### src/rtl/controlador_pontos_placar_pkg.sv
`default_nettype none
// ============================================================================
// Module   : controlador_pontos_placar_pkg
// Brief    : Shared types and constants for the scoreboard point controller.
// Revision : 1.0 - initial release
// ============================================================================
package controlador_pontos_placar_pkg;

    typedef enum logic [1:0] {
        IDLE  = 2'd0,
        CALC  = 2'd1,
        PULSE = 2'd2,
        HOLD  = 2'd3
    } estado_t;

    localparam logic TIME_A = 1'b0;
    localparam logic TIME_B = 1'b1;

    localparam int SCORE_W        = 7;
    localparam int MAX_PONTOS_DEF = 99;

endpackage : controlador_pontos_placar_pkg
`default_nettype wire

### src/rtl/controlador_pontos_placar_if.sv
`default_nettype none
// ============================================================================
// Module   : controlador_pontos_placar_if
// Brief    : Point-request inputs and team-register bus of the controller.
// Revision : 1.0 - initial release
// ============================================================================
interface controlador_pontos_placar_if;
    import controlador_pontos_placar_pkg::*;

    logic               req_a;
    logic [1:0]         pts_a;
    logic               req_b;
    logic [1:0]         pts_b;
    logic [SCORE_W-1:0] score_a;
    logic [SCORE_W-1:0] score_b;
    logic [SCORE_W-1:0] d_a;
    logic               valida_a;
    logic [SCORE_W-1:0] d_b;
    logic               valida_b;
    logic               busy;
    logic               perdido;

    modport master (
        output req_a, pts_a, req_b, pts_b, score_a, score_b,
        input  d_a, valida_a, d_b, valida_b, busy, perdido
    );

    modport slave (
        input  req_a, pts_a, req_b, pts_b, score_a, score_b,
        output d_a, valida_a, d_b, valida_b, busy, perdido
    );

endinterface : controlador_pontos_placar_if
`default_nettype wire

### src/rtl/controlador_pontos_placar_somador_saturado.sv
`default_nettype none
// ============================================================================
// Module   : somador_saturado
// Brief    : Score + points, clamped to MAX_PONTOS (combinational).
// Revision : 1.0 - initial release
// ============================================================================
module somador_saturado
    import controlador_pontos_placar_pkg::*;
#(
    parameter int MAX_PONTOS = MAX_PONTOS_DEF
) (
    input  wire logic [SCORE_W-1:0] score_i,
    input  wire logic [1:0]         pts_i,
    output logic      [SCORE_W-1:0] soma_o
);

    // One extra bit so 127 + 3 cannot wrap below the ceiling.
    logic [SCORE_W:0] w_soma;

    always_comb begin
        w_soma = {1'b0, score_i} + {{(SCORE_W-1){1'b0}}, pts_i};
        if (w_soma >= (SCORE_W+1)'(MAX_PONTOS)) begin
            soma_o = SCORE_W'(MAX_PONTOS);
        end else begin
            soma_o = w_soma[SCORE_W-1:0];
        end
    end

endmodule : somador_saturado
`default_nettype wire

### src/rtl/controlador_pontos_placar.sv
`default_nettype none
// ============================================================================
// Module   : controlador_pontos_placar
// Brief    : Round-robin point sequencer driving the two team-score registers.
// Revision : 1.0 - initial release
// ============================================================================
module controlador_pontos_placar
    import controlador_pontos_placar_pkg::*;
#(
    parameter int MAX_PONTOS  = MAX_PONTOS_DEF,
    parameter int HOLD_CYCLES = 4
) (
    input  wire logic                  clock_i,
    input  wire logic                  clr_i,
    controlador_pontos_placar_if.slave bus
);

    localparam int CNT_W = (HOLD_CYCLES > 1) ? $clog2(HOLD_CYCLES) : 1;

    estado_t            state_q, state_d;
    logic               pend_a_q, pend_b_q;
    logic [1:0]         pts_a_q, pts_b_q, pts_gnt_q;
    logic               team_q;
    logic [SCORE_W-1:0] d_a_q, d_b_q;
    logic               perdido_q;
    logic [CNT_W-1:0]   hold_cnt_q;

    logic               w_req_a, w_req_b;
    logic               w_gnt_en, w_gnt_team, w_gnt_a, w_gnt_b;
    logic               w_drop_a, w_drop_b;
    logic [SCORE_W-1:0] w_score_sel, w_soma;
    logic               w_valida_a, w_valida_b, w_busy;

    assign w_req_a = bus.req_a && (bus.pts_a != 2'd0);
    assign w_req_b = bus.req_b && (bus.pts_b != 2'd0);

    // On a tie the team not served last wins; team_q doubles as last-served.
    assign w_gnt_en   = (state_q == IDLE) && (pend_a_q || pend_b_q);
    assign w_gnt_team = (pend_a_q && pend_b_q) ? ~team_q :
                        (pend_a_q ? TIME_A : TIME_B);
    assign w_gnt_a    = w_gnt_en && (w_gnt_team == TIME_A);
    assign w_gnt_b    = w_gnt_en && (w_gnt_team == TIME_B);

    assign w_drop_a = w_req_a && pend_a_q && !w_gnt_a;
    assign w_drop_b = w_req_b && pend_b_q && !w_gnt_b;

    assign w_score_sel = (team_q == TIME_A) ? bus.score_a : bus.score_b;

    somador_saturado #(
        .MAX_PONTOS (MAX_PONTOS)
    ) u_somador (
        .score_i (w_score_sel),
        .pts_i   (pts_gnt_q),
        .soma_o  (w_soma)
    );

    always_ff @(posedge clock_i) begin
        if (!clr_i) begin
            state_q <= IDLE;
        end else begin
            state_q <= state_d;
        end
    end

    always_comb begin
        state_d    = state_q;
        w_valida_a = 1'b0;
        w_valida_b = 1'b0;
        w_busy     = (state_q != IDLE);
        case (state_q)
            IDLE:  if (w_gnt_en) state_d = CALC;
            CALC:  state_d = PULSE;
            PULSE: begin
                state_d    = HOLD;
                w_valida_a = (team_q == TIME_A);
                w_valida_b = (team_q == TIME_B);
            end
            HOLD:  if (hold_cnt_q == CNT_W'(HOLD_CYCLES - 1)) state_d = IDLE;
            default: state_d = IDLE;
        endcase
    end

    always_ff @(posedge clock_i) begin
        if (!clr_i) begin
            pend_a_q   <= 1'b0;
            pend_b_q   <= 1'b0;
            pts_a_q    <= 2'd0;
            pts_b_q    <= 2'd0;
            pts_gnt_q  <= 2'd0;
            team_q     <= TIME_B;
            d_a_q      <= '0;
            d_b_q      <= '0;
            perdido_q  <= 1'b0;
            hold_cnt_q <= '0;
        end else begin
            perdido_q <= w_drop_a | w_drop_b;

            if (w_gnt_en) begin
                team_q    <= w_gnt_team;
                pts_gnt_q <= (w_gnt_team == TIME_A) ? pts_a_q : pts_b_q;
            end

            if (w_req_a && !w_drop_a) begin
                pend_a_q <= 1'b1;
                pts_a_q  <= bus.pts_a;
            end else if (w_gnt_a) begin
                pend_a_q <= 1'b0;
            end

            if (w_req_b && !w_drop_b) begin
                pend_b_q <= 1'b1;
                pts_b_q  <= bus.pts_b;
            end else if (w_gnt_b) begin
                pend_b_q <= 1'b0;
            end

            if (state_q == HOLD) begin
                hold_cnt_q <= hold_cnt_q + 1'b1;
            end else begin
                hold_cnt_q <= '0;
            end

            if (state_q == CALC) begin
                if (team_q == TIME_A) begin
                    d_a_q <= w_soma;
                end else begin
                    d_b_q <= w_soma;
                end
            end
        end
    end

    assign bus.d_a      = d_a_q;
    assign bus.d_b      = d_b_q;
    assign bus.valida_a = w_valida_a;
    assign bus.valida_b = w_valida_b;
    assign bus.busy     = w_busy;
    assign bus.perdido  = perdido_q;

endmodule : controlador_pontos_placar
`default_nettype wire
### src/flat_wrapper.sv
// flat-port wrapper written by rule: the top's interface ports become plain ports
module controlador_pontos_placar_flat import controlador_pontos_placar_pkg::*;
#(
    parameter int MAX_PONTOS  = MAX_PONTOS_DEF,
    parameter int HOLD_CYCLES = 4
)
  (clock_i, clr_i, bus_req_a, bus_pts_a, bus_req_b, bus_pts_b, bus_score_a, bus_score_b, bus_d_a, bus_valida_a, bus_d_b, bus_valida_b, bus_busy, bus_perdido);
  controlador_pontos_placar_if bus_i ();
  input  wire logic clock_i;
  input  wire logic clr_i;
  input wire logic [$bits(bus_i.req_a)-1:0] bus_req_a;
  input wire logic [$bits(bus_i.pts_a)-1:0] bus_pts_a;
  input wire logic [$bits(bus_i.req_b)-1:0] bus_req_b;
  input wire logic [$bits(bus_i.pts_b)-1:0] bus_pts_b;
  input wire logic [$bits(bus_i.score_a)-1:0] bus_score_a;
  input wire logic [$bits(bus_i.score_b)-1:0] bus_score_b;
  output wire logic [$bits(bus_i.d_a)-1:0] bus_d_a;
  output wire logic [$bits(bus_i.valida_a)-1:0] bus_valida_a;
  output wire logic [$bits(bus_i.d_b)-1:0] bus_d_b;
  output wire logic [$bits(bus_i.valida_b)-1:0] bus_valida_b;
  output wire logic [$bits(bus_i.busy)-1:0] bus_busy;
  output wire logic [$bits(bus_i.perdido)-1:0] bus_perdido;
  assign bus_i.req_a = bus_req_a;
  assign bus_i.pts_a = bus_pts_a;
  assign bus_i.req_b = bus_req_b;
  assign bus_i.pts_b = bus_pts_b;
  assign bus_i.score_a = bus_score_a;
  assign bus_i.score_b = bus_score_b;
  assign bus_d_a = bus_i.d_a;
  assign bus_valida_a = bus_i.valida_a;
  assign bus_d_b = bus_i.d_b;
  assign bus_valida_b = bus_i.valida_b;
  assign bus_busy = bus_i.busy;
  assign bus_perdido = bus_i.perdido;
  controlador_pontos_placar #(.MAX_PONTOS(MAX_PONTOS), .HOLD_CYCLES(HOLD_CYCLES)) u_core (.clock_i(clock_i), .clr_i(clr_i), .bus(bus_i));
endmodule
### config.mk
export PLATFORM = sky130hd
export DESIGN_NAME = controlador_pontos_placar_flat
export DESIGN_NICKNAME = d
export VERILOG_FILES = /design/src/rtl/controlador_pontos_placar_pkg.sv /design/src/rtl/controlador_pontos_placar_if.sv /design/src/rtl/controlador_pontos_placar_somador_saturado.sv /design/src/rtl/controlador_pontos_placar.sv /design/src/flat_wrapper.sv
export SDC_FILE = /design/constraint.sdc
export NUM_CORES = 1
export LEC_CHECK = 0
export ABC_AREA = 1
export CAP_MARGIN = 25
export CELL_PAD_IN_SITES_DETAIL_PLACEMENT = 2
export CELL_PAD_IN_SITES_GLOBAL_PLACEMENT = 2
export CORE_UTILIZATION = 33
export DETAILED_ROUTE_END_ITERATION = 10
export DONT_BUFFER_PORTS = 1
export PLACE_DENSITY = 0.87
export SLEW_MARGIN = 20
export SYNTH_ARGS = -nofsm -noshare
export SYNTH_HDL_FRONTEND = slang
export SYNTH_SLANG_ARGS = --single-unit
### constraint.sdc
create_clock -name clock_i -period 2.7 [get_ports clock_i]
set_clock_uncertainty 0.15 [all_clocks]
set_input_delay 0.405 -clock clock_i [delete_from_list [all_inputs] [get_ports clock_i]]
set_output_delay 0.405 -clock clock_i [all_outputs]
set_load 0.01 [all_outputs]
==> flow_summary.ini <==
[sta]
rsz0062_at_grt = no
hold_violations = 0
setup_viol_count_final = 0
fin_ws_ns = 0.223
slew_viol_final = 0
clock.fmax_mhz = 404
setup_tns_ns = 0
timing.final.crit_period_ns = 2.48
fin_crit_sh = 0.917
tightest_slew_ns = 0.494
slew_headroom = 0.669

[clock_tree]
clk_latency_ns = 0.28
post_cts_buffers = 0
cts_sinks = 28
clk_pin_slew_ns = 0.10
h-tree-depth = 1
clockRootBuffer = clkbuf_8
cts_resized = 0
clk_path_buf_depth = 2
cts-buffers-inserted = 3
cts_tree = built
ctsHoldBuffers = 0

[cells_and_area]
layout-drive-gt1-share = 0.0917
synthToLayoutAreaGrowth_pct = 5.95
antenna_cells = 0
multi_input_area_um2 = 885
design_area_um2 = 1740
stdcell_count = 307
nNetsFinal = 272
seqCellArea_um2 = 561
nFillCells = 612

[detailed_routing]
drcViolationCount = 0
routed-via-count = 1477
drtPass1Iterations = 3
drtAntennaViolNets = 0
drt_iter0_markers = 30
detail_route.vias_per_cell = 4.81
routed_wl_um = 4440
drt-wirelength-per-cell_um = 14.5

[critical_path]
r2r-end = u_core.bus.d_a[5]
crit_type = reg -> reg
regToRegSetupSlack_ns = 0.22
worstReg2RegStart = u_core.team_q
end_kind = flop
path_max_fanout = 13
rr_worst_depth = 13
arrival_ns = 2.51
critPathLaunchType = flop
setup.worst_path.start = u_core.team_q
required_ns = 2.74
crit_path_end = u_core.bus.d_a[5]

[grt]
grt_pass1_vias = 1603
grt_max_degree = 16
grt_pass1_wl_um = 7530
grt_overflow = 0
antenna_found_initial = 0
groute.usage.overall = 0.185

[min_path]
hold_depth = 2
hold_class = in -> reg
hp-start = clr_i

[yosys]
async_flop_share = 0
netlist_top_cells_area = dfxtp_1 (34%), nand2_1 (13%), nor2_1 (8.5%), inv_1 (8.2%), ha_1 (6.1%)
synth_edf_count = 0
yosysUniqueCellTypes = 29
syn-cell-area_um2 = 1640
synth-seq-area-share = 0.342
ys_seq_elements = 28
syn_area_per_cell_um2 = 6.77
ys_warn_count = 0
synth_most_common_cell = nand2_1
yosys.area.top_type = dfxtp_1
synth_flop_cell = dfxtp_1
synth_commonest_cells = nand2_1 (57), nor2_1 (37), inv_1 (36)
synth.net_count = 273
yosys.area.top_type_share = 0.342
synth_cells = 242

[placed_design]
gp_congestion = 0.729
place_area_um2 = 1680
dpl.hpwl_um = 3500
place_ws_ns = 0.236
dp_cells = 303
portBuffers = 0

[die]
initial_core_util = 0.345
fp.coreArea_um2 = 4750
dieArea_um2 = 5250
fp.dieH_um = 72.5
rows = 25
die_w_um = 72.5
ioPinCount = 40

[pwr]
leakage_nw = 0.882
ir_worst_vdd_mv = 0.252
powerDensity_nw_per_um2 = 833

[job]
drv_cap = 0

[status]
status = finished clean
-- routing by layer --
| layer | track usage | vias to the layer above | routed length [um] |
|---|---|---|---|
| li1 | - | 755 | - |
| met1 | 0.224 | 691 | 2020 |
| met2 | 0.330 | 26 | 2150 |
| met3 | 0.0333 | 5 | 206 |
| met4 | 0.0588 | 0 | 61 |
| met5 | 0 | - | 0 |
-- worst min-delay path by stage --
stage / slack, ns / end
6_report: 0.11 / u_core.pts_a_q[0]
5_1_grt: 0.11 / u_core.pts_a_q[1]
4_1_cts: 0.1 / u_core.pts_a_q[0]
3_5_place_dp: 0.29 / u_core.hold_cnt_q[0]
3_3_place_gp: 0.27 / u_core.hold_cnt_q[0]
2_1_floorplan: 0.26 / u_core.hold_cnt_q[0]
-- cells by family (layout without fill, tap and decap cells) --
group / Yosys count / after routing / share of synthesized area
simple gates: 129 / 129 / 0.364
fa+ha+maj: 9 / 9 / 0.0733
flops: 28 / 28 / 0.342
compound gates: 31 / 31 / 0.102
buf+inv: 45 / 43 / 0.118
-- stage by stage --
stage	util	power, W	hold WS [ns]
2_1_floorplan	-	0.00107	0.256
3_3_place_gp	0.354	0.00117	0.274
3_5_place_dp	0.354	0.00120	0.287
4_1_cts	0.365	0.00147	0.100
5_1_grt	0.365	0.00158	0.110
6_report	0.365	0.00145	0.106
-- critical path, cell delays in order, from the launching register on --
cell     delay, ns
dfxtp_1       0.46
inv_4         0.13
nand2_1       0.08
nand2_1       0.05
ha_1          0.20
fa_1          0.47
nand3_1       0.15
nand3_1       0.08
nor2_1        0.13
nand2_2       0.08
nand3_4       0.15
nand4_1       0.13
nand2_1       0.09
inv_1         0.04
-- area by class of cell --
type | instances | area share
clock buffer | 4 | 0.0317
inverter | 38 | 0.0836
multi-input combinational | 169 | 0.509
sequential | 28 | 0.323
tap | 67 | 0.0483
timing repair buffer | 1 | 0.00432
-- flip-flops by register name, indices dropped and copies added, names as in the netlist --
name and count:
u_core.bus.d_a 7, u_core.bus.d_b 7, u_core.hold_cnt_q 2, u_core.pts_a_q 2, u_core.pts_b_q 2, u_core.pts_gnt_q 2, u_core.state_q 2, u_core.bus.perdido 1
u_core.pend_a_q 1, u_core.pend_b_q 1, u_core.team_q 1
-- power by group --
part           switching (W)  internal (W)  total [W]
Combinational       0.000402      0.000187   0.000589
Sequential         0.0000916      0.000502   0.000594
Clock               0.000134      0.000131   0.000265
-- placed cells by master, fill, tap and decap left out, types with 2 or more instances in the layout --
cell type,count
ha_1,8
nand2_4,2
nor2_2,2
a21oi_1,9
clkbuf_8,4
nand3_1,9
nand4_1,7
dfxtp_1,28
nand2_2,6
nor3_1,2
nand2_1,57
nand3_2,3
nor2_1,37
inv_1,36
o21ai_0,17
a31oi_1,2
No activity file was read; power rests on OpenSTA's default activity.
